File: config.mk
export PLATFORM = sky130hd
export DESIGN_NAME = fifo_read_stream
export DESIGN_NICKNAME = d
export VERILOG_FILES = /design/src/rtl/async_fifo_pkg.sv /design/src/rtl/fifo_read_stream_buf.sv /design/src/rtl/fifo_read_stream.sv
export SDC_FILE = /design/constraint.sdc
export NUM_CORES = 1
export LEC_CHECK = 0
export ABC_AREA = 1
export ABC_CLOCK_PERIOD_IN_PS = 2570
export CORE_MARGIN = 2
export CORE_UTILIZATION = 60
export CTS_BUF_LIST = sky130_fd_sc_hd__clkbuf_4
export CTS_CLUSTER_DIAMETER = 200
export CTS_CLUSTER_SIZE = 8
export DETAILED_ROUTE_END_ITERATION = 10
export PLACE_DENSITY = 0.87
export SLEW_MARGIN = 20
export SYNTH_ARGS = -nofsm -noshare
export SYNTH_HDL_FRONTEND = slang
export SYNTH_HIERARCHICAL = 1
export SYNTH_SLANG_ARGS = --single-unit
File: constraint.sdc
create_clock -name read_clk -period 2.57 [get_ports read_clk]
set_input_delay 0.514 -clock read_clk [delete_from_list [all_inputs] [get_ports read_clk]]
set_output_delay 0.514 -clock read_clk [all_outputs]
set_load 0.05 [all_outputs]
File: src/rtl/async_fifo_pkg.sv
// Shared constants for async_fifo and its read-side stream adapter, plus a pointer-width helper.
package async_fifo_pkg;

    localparam int DEFAULT_BITS      = 32;
    localparam int DEFAULT_SIZE      = 16;
    localparam int DEFAULT_BUF_DEPTH = 3;

    // Bits needed to index n entries; never less than one so 1- and 2-entry cases stay legal.
    function automatic int clog2_min1(input int n);
        int w;
        w = 1;
        while ((1 << w) < n) begin
            w = w + 1;
        end
        return w;
    endfunction

endpackage

File: src/rtl/fifo_read_stream_buf.sv
// Circular BUF_DEPTH x BITS prefetch store; head/tail wrap modulo BUF_DEPTH (any depth >= 2).
module fifo_read_stream_buf
    import async_fifo_pkg::*;
#(
    parameter int BITS      = DEFAULT_BITS,
    parameter int BUF_DEPTH = DEFAULT_BUF_DEPTH
) (
    input  logic                                     clk,
    input  logic                                     rst_n,
    input  logic                                     push,
    input  logic [BITS-1:0]                          push_data,
    input  logic                                     pop,
    output logic [BITS-1:0]                          head_data,
    output logic [clog2_min1(BUF_DEPTH + 1)-1:0]     count
);

    localparam int PTR_W = clog2_min1(BUF_DEPTH);
    localparam int CNT_W = clog2_min1(BUF_DEPTH + 1);

    logic [BITS-1:0]  mem [BUF_DEPTH];
    logic [PTR_W-1:0] head;
    logic [PTR_W-1:0] tail;

    function automatic logic [PTR_W-1:0] next_ptr(input logic [PTR_W-1:0] ptr);
        return (ptr == PTR_W'(BUF_DEPTH - 1)) ? '0 : ptr + PTR_W'(1);
    endfunction

    // Storage is cleared too, so the head word reads as zero straight out of reset.
    always_ff @(posedge clk or negedge rst_n) begin
        if (!rst_n) begin
            head  <= '0;
            tail  <= '0;
            count <= '0;
            for (int i = 0; i < BUF_DEPTH; i++) begin
                mem[i] <= '0;
            end
        end else begin
            if (push) begin
                mem[tail] <= push_data;
                tail      <= next_ptr(tail);
            end
            if (pop) begin
                head <= next_ptr(head);
            end
            case ({push, pop})
                2'b10:   count <= count + CNT_W'(1);
                2'b01:   count <= count - CNT_W'(1);
                default: count <= count;
            endcase
        end
    end

    assign head_data = mem[head];

endmodule

File: src/rtl/fifo_read_stream.sv
// Drains the async_fifo read port into a valid/ready stream; optional counters under FIFO_READ_STREAM_STATS_EN.
module fifo_read_stream
    import async_fifo_pkg::*;
#(
    parameter int BITS      = DEFAULT_BITS,
    parameter int BUF_DEPTH = DEFAULT_BUF_DEPTH
) (
    input  logic            read_clk,
    input  logic            read_rst_n,
    output logic            p_read_en,
    input  logic [BITS-1:0] p_read_data,
    input  logic            p_read_empty,
    output logic            m_valid,
    input  logic            m_ready,
    output logic [BITS-1:0] m_data
`ifdef FIFO_READ_STREAM_STATS_EN
    ,
    output logic [31:0]     stat_beats,
    output logic [31:0]     stat_stalls
`endif
);

    localparam int CNT_W = clog2_min1(BUF_DEPTH + 1);

    logic             run;
    logic             inflight;
    logic [CNT_W-1:0] count;
    logic             pop;

    // Reserve a slot for every outstanding read so the buffer can never overflow; m_ready is not involved.
    assign p_read_en = run && !p_read_empty &&
                       (({1'b0, count} + (CNT_W + 1)'(inflight)) < (CNT_W + 1)'(BUF_DEPTH));

    assign m_valid = (count != '0);
    assign pop     = m_valid && m_ready;

    always_ff @(posedge read_clk or negedge read_rst_n) begin
        if (!read_rst_n) begin
            run      <= 1'b0;
            inflight <= 1'b0;
        end else begin
            run      <= 1'b1;
            inflight <= p_read_en;
        end
    end

    fifo_read_stream_buf #(
        .BITS      (BITS),
        .BUF_DEPTH (BUF_DEPTH)
    ) u_buf (
        .clk       (read_clk),
        .rst_n     (read_rst_n),
        .push      (inflight),
        .push_data (p_read_data),
        .pop       (pop),
        .head_data (m_data),
        .count     (count)
    );

`ifdef FIFO_READ_STREAM_STATS_EN
    always_ff @(posedge read_clk or negedge read_rst_n) begin
        if (!read_rst_n) begin
            stat_beats  <= '0;
            stat_stalls <= '0;
        end else begin
            if (pop) begin
                stat_beats <= stat_beats + 32'd1;
            end
            if (m_valid && !m_ready) begin
                stat_stalls <= stat_stalls + 32'd1;
            end
        end
    end
`endif

`ifndef SYNTHESIS
    a_no_read_when_empty: assert property (@(posedge read_clk) disable iff (!read_rst_n)
        !(p_read_en && p_read_empty));
    a_count_bounded: assert property (@(posedge read_clk) disable iff (!read_rst_n)
        count <= CNT_W'(BUF_DEPTH));
    a_data_held: assert property (@(posedge read_clk) disable iff (!read_rst_n)
        (m_valid && !m_ready) |=> $stable(m_data));
`endif

endmodule

==> flow_results.org <==
** Status
- Outcome :: finished clean

** Floorplanning
- Count of pins on the block boundary :: 70
- Vert. Die Dim :: 90.50 µm
- Area enclosed by the die boundary :: 0.008190 mm²
- The initial utilization of the core area, before any placement, comes to 0.6189.
- Core Box Area :: 0.007253 mm²
- Site row count :: 31
- In this run the horizontal extent of the chip is 90.50 µm.

** Yosys
- Synth unique cells :: 20
- Summing every instance area after synthesis gives 0.004489 mm².
- Number of synthesis warnings :: 6
- In this run the mean area of a mapped cell was 8.551 µm².
- Synthesis handed over a netlist of 525 instances.
- Synthesized netlist net count :: 564
- Number of synthesized register bits :: 104
- Of the synthesized area, sequential elements account for 0.5797.

** Critical path
- Worst endpoint required time :: 2.06 ns
- Critical-path maximum fanout :: 32
- Capture instance of the worst register-to-register path :: u_buf/tail[0]
- In this run the register-to-register setup slack is 1.09 ns.
- The worst setup path is launched from a flop.
- Worst Reg-to-Reg Cells :: 3
- The worst setup path is captured at a primary output.
- Launching point of the worst reg2reg path :: inflight
- Crit path arrival time :: 1.85 ns
- Type of the setup path with the least slack :: flop to primary output

** Route
- Detail Route Antenna Nets :: 0
- In the final routed layout, each cell accounts on average for 14.11 µm.
- Wire length reported by the detailed router :: 9.778 mm
- The pre-antenna-repair detailed-routing pass consisted of 5 iterations.
- For this run, design rule violations remaining after detail routing come to 0.
- Vias per inst :: 5.390
- Drt first-iter violations :: 257
- Via count :: 3,735

** Timing
- In the finished design, the share of the clock period the worst path needs comes to 0.9182.
- The max-slew violation count came to 0.
- Final hold violations :: 0
- Summed over all failing endpoints, the final setup total negative slack is 0 ns.
- In this run the tightest slew margin relative to its limit is 0.5495.
- Clock Skew :: 0.01636 ns
- At the pin with the least slew margin, the transition time is 0.6757 ns.
- Final setup violation count :: 0
- For this run, the top clock speed supported by timing is 423.8 MHz.
- Minimum period implied by the final worst setup slack :: 2.360 ns
- RSZ-0062 raised after global routing :: false

** Finish
- Growth of design area from synthesis to finish :: 25.98%
- Count of antenna diodes in the layout :: 0
- The library cells used most frequently in the layout, excluding fill and tap cells, are sky130_fd_sc_hd__nand2_1, sky130_fd_sc_hd__dfrtp_1, sky130_fd_sc_hd__o21ai_1.
- Ratio of cells with drive above 1 in the final layout :: 0.1178
- The library cell used most frequently in the layout, excluding fill and tap cells, is sky130_fd_sc_hd__nand2_1.
- The finished cells cover 0.005655 mm².
- The final layout contains 628 nets.

** Clock network
- The tree is rooted in a sky130_fd_sc_hd__clkbuf_4.
- Post-cts sizing count :: 0
- The H-tree was split into 3 levels.
- Buffers inserted to repair hold after CTS numbered 0.
- Clock Pin Slew Worst Setup and Hold Paths :: 0.16 ns
- TritonCTS Sinks :: 104
- Counting the buffers created by CTS gives 9.
- TritonCTS clock tree :: yes
- Clock insertion delay at the later pin of the skew report :: 0.44 ns
- Post-CTS setup buffer count :: 0
- Counting along the longest clock path gives a buffer depth of 2.

** Place
- The congestion estimate from routability-driven global placement came to 0.7586.
- Summed over all nets, the half-perimeter wirelength after detailed placement is 6.458 mm.
- In this run the cell area measured after placement is 0.005534 mm².
- Buffers placed on the I/O ports in this run total 69.

** GRT
- The via count of the first global-routing pass came to 3,683.
- The total overflow left after global routing is 0.
- The first global-routing pass estimated 16.77 mm of wire.
- Entering global routing, the biggest net connects 66 pins.
- Initial antenna violation count :: 0
- GRT Overall Usage :: 0.2534

** Run
- Max-cap viol count :: 0

** Min path
- Hold Crit Class :: input port to asynchronous set/reset pin
through the flow:
stage / utilization / setup slack, ns / hold slack, ns / instances
after global routing: 0.7797 / 0.05078 / 0.05086 / 693
final: 0.7797 / 0.2103 / 0.04285 / 693
after CTS: 0.7797 / 0.1821 / 0.05988 / 693
after global placement: 0.7630 / 0.7097 / 0.4670 / 677
after floorplan: - / 0.4062 / 0.2184 / 525
after detailed placement: 0.7630 / 0.6679 / 0.4734 / 677
routing by layer:
| layer | global-route usage | vias up | part of all wire |
|---|---|---|---|
| met3 | 0.06260 | 19 | 0.062 |
| met5 | 0 | - | 0 |
| met1 | 0.3331 | 1782 | 0.43 |
| met2 | 0.4198 | 136 | 0.49 |
| met4 | 0.07692 | 0 | 0.019 |
| li1 | - | 1798 | - |
kinds of logic after synthesis:
logic type,share of synthesized area
buffers and inverters,0.07943
AND/OR/NAND/NOR,0.2166
other,0.0008353
XOR/XNOR,0.001951
flip-flops,0.5797
AO/OA/AOI/OAI,0.1132
adder cells (fa/ha/maj),0.008362
worst max path at each step:
stage / from / end / slack [ns] / cells past startpoint
5_1_grt: inflight / p_read_en / 0.05 / 6
3_5_place_dp: m_ready / u_buf/count[1] / 0.67 / 7
2_1_floorplan: inflight / p_read_en / 0.41 / 5
4_1_cts: inflight / p_read_en / 0.18 / 6
6_report: u_buf/head[1] / m_data[0] / 0.21 / 6
3_3_place_gp: inflight / p_read_en / 0.71 / 6
critical path, cell delays in order (launching register included):
cell                      delay (ns)
sky130_fd_sc_hd__dfrtp_1        0.43
sky130_fd_sc_hd__inv_1          0.08
sky130_fd_sc_hd__nor2_2         0.08
sky130_fd_sc_hd__buf_4          0.37
sky130_fd_sc_hd__nand2_1        0.11
sky130_fd_sc_hd__nand3_1        0.18
sky130_fd_sc_hd__buf_12         0.16
state kept, by name, summed over array words and instances, names as in the netlist:
name,count
u_buf/mem,96
u_buf/count,2
u_buf/head,2
u_buf/tail,2
inflight,1
run,1
final cells by class:
cell class | count | area (µm²)
Clock inverter | 6 | 46.29
Timing Repair Buffer | 82 | 1104
Multi-Input combinational cell | 349 | 1543
Inverter | 43 | 161.4
Sequential cell | 104 | 2603
Clock buffer | 10 | 75.07
Fill cell | 481 | 1598
Tap cell | 99 | 123.9
Yosys cell counts:
cell                         n  area share
sky130_fd_sc_hd__buf_2      12       0.013
sky130_fd_sc_hd__buf_4       5      0.0084
sky130_fd_sc_hd__buf_6       7       0.018
sky130_fd_sc_hd__clkbuf_1    5      0.0042
sky130_fd_sc_hd__conb_1      1     0.00084
sky130_fd_sc_hd__dfrtp_1   104        0.58
sky130_fd_sc_hd__ha_1        3      0.0084
sky130_fd_sc_hd__inv_1      42       0.035
sky130_fd_sc_hd__inv_2       1     0.00084
sky130_fd_sc_hd__nand2_1   201        0.17
sky130_fd_sc_hd__nand3_1    35       0.039
sky130_fd_sc_hd__nand3_2     1      0.0022
sky130_fd_sc_hd__nand4_1     1      0.0014
sky130_fd_sc_hd__nor2_1      2      0.0017
sky130_fd_sc_hd__nor2_2      2      0.0028
sky130_fd_sc_hd__o21a_1      1      0.0017
sky130_fd_sc_hd__o21ai_0    11       0.012
sky130_fd_sc_hd__o21ai_1    89       0.099
sky130_fd_sc_hd__or2_1       1      0.0014
sky130_fd_sc_hd__xnor2_1     1      0.0020
Power is left out: the tool's default activity adds up to more than one toggle a clock period on the data nets, which glitch-free logic cannot reach.
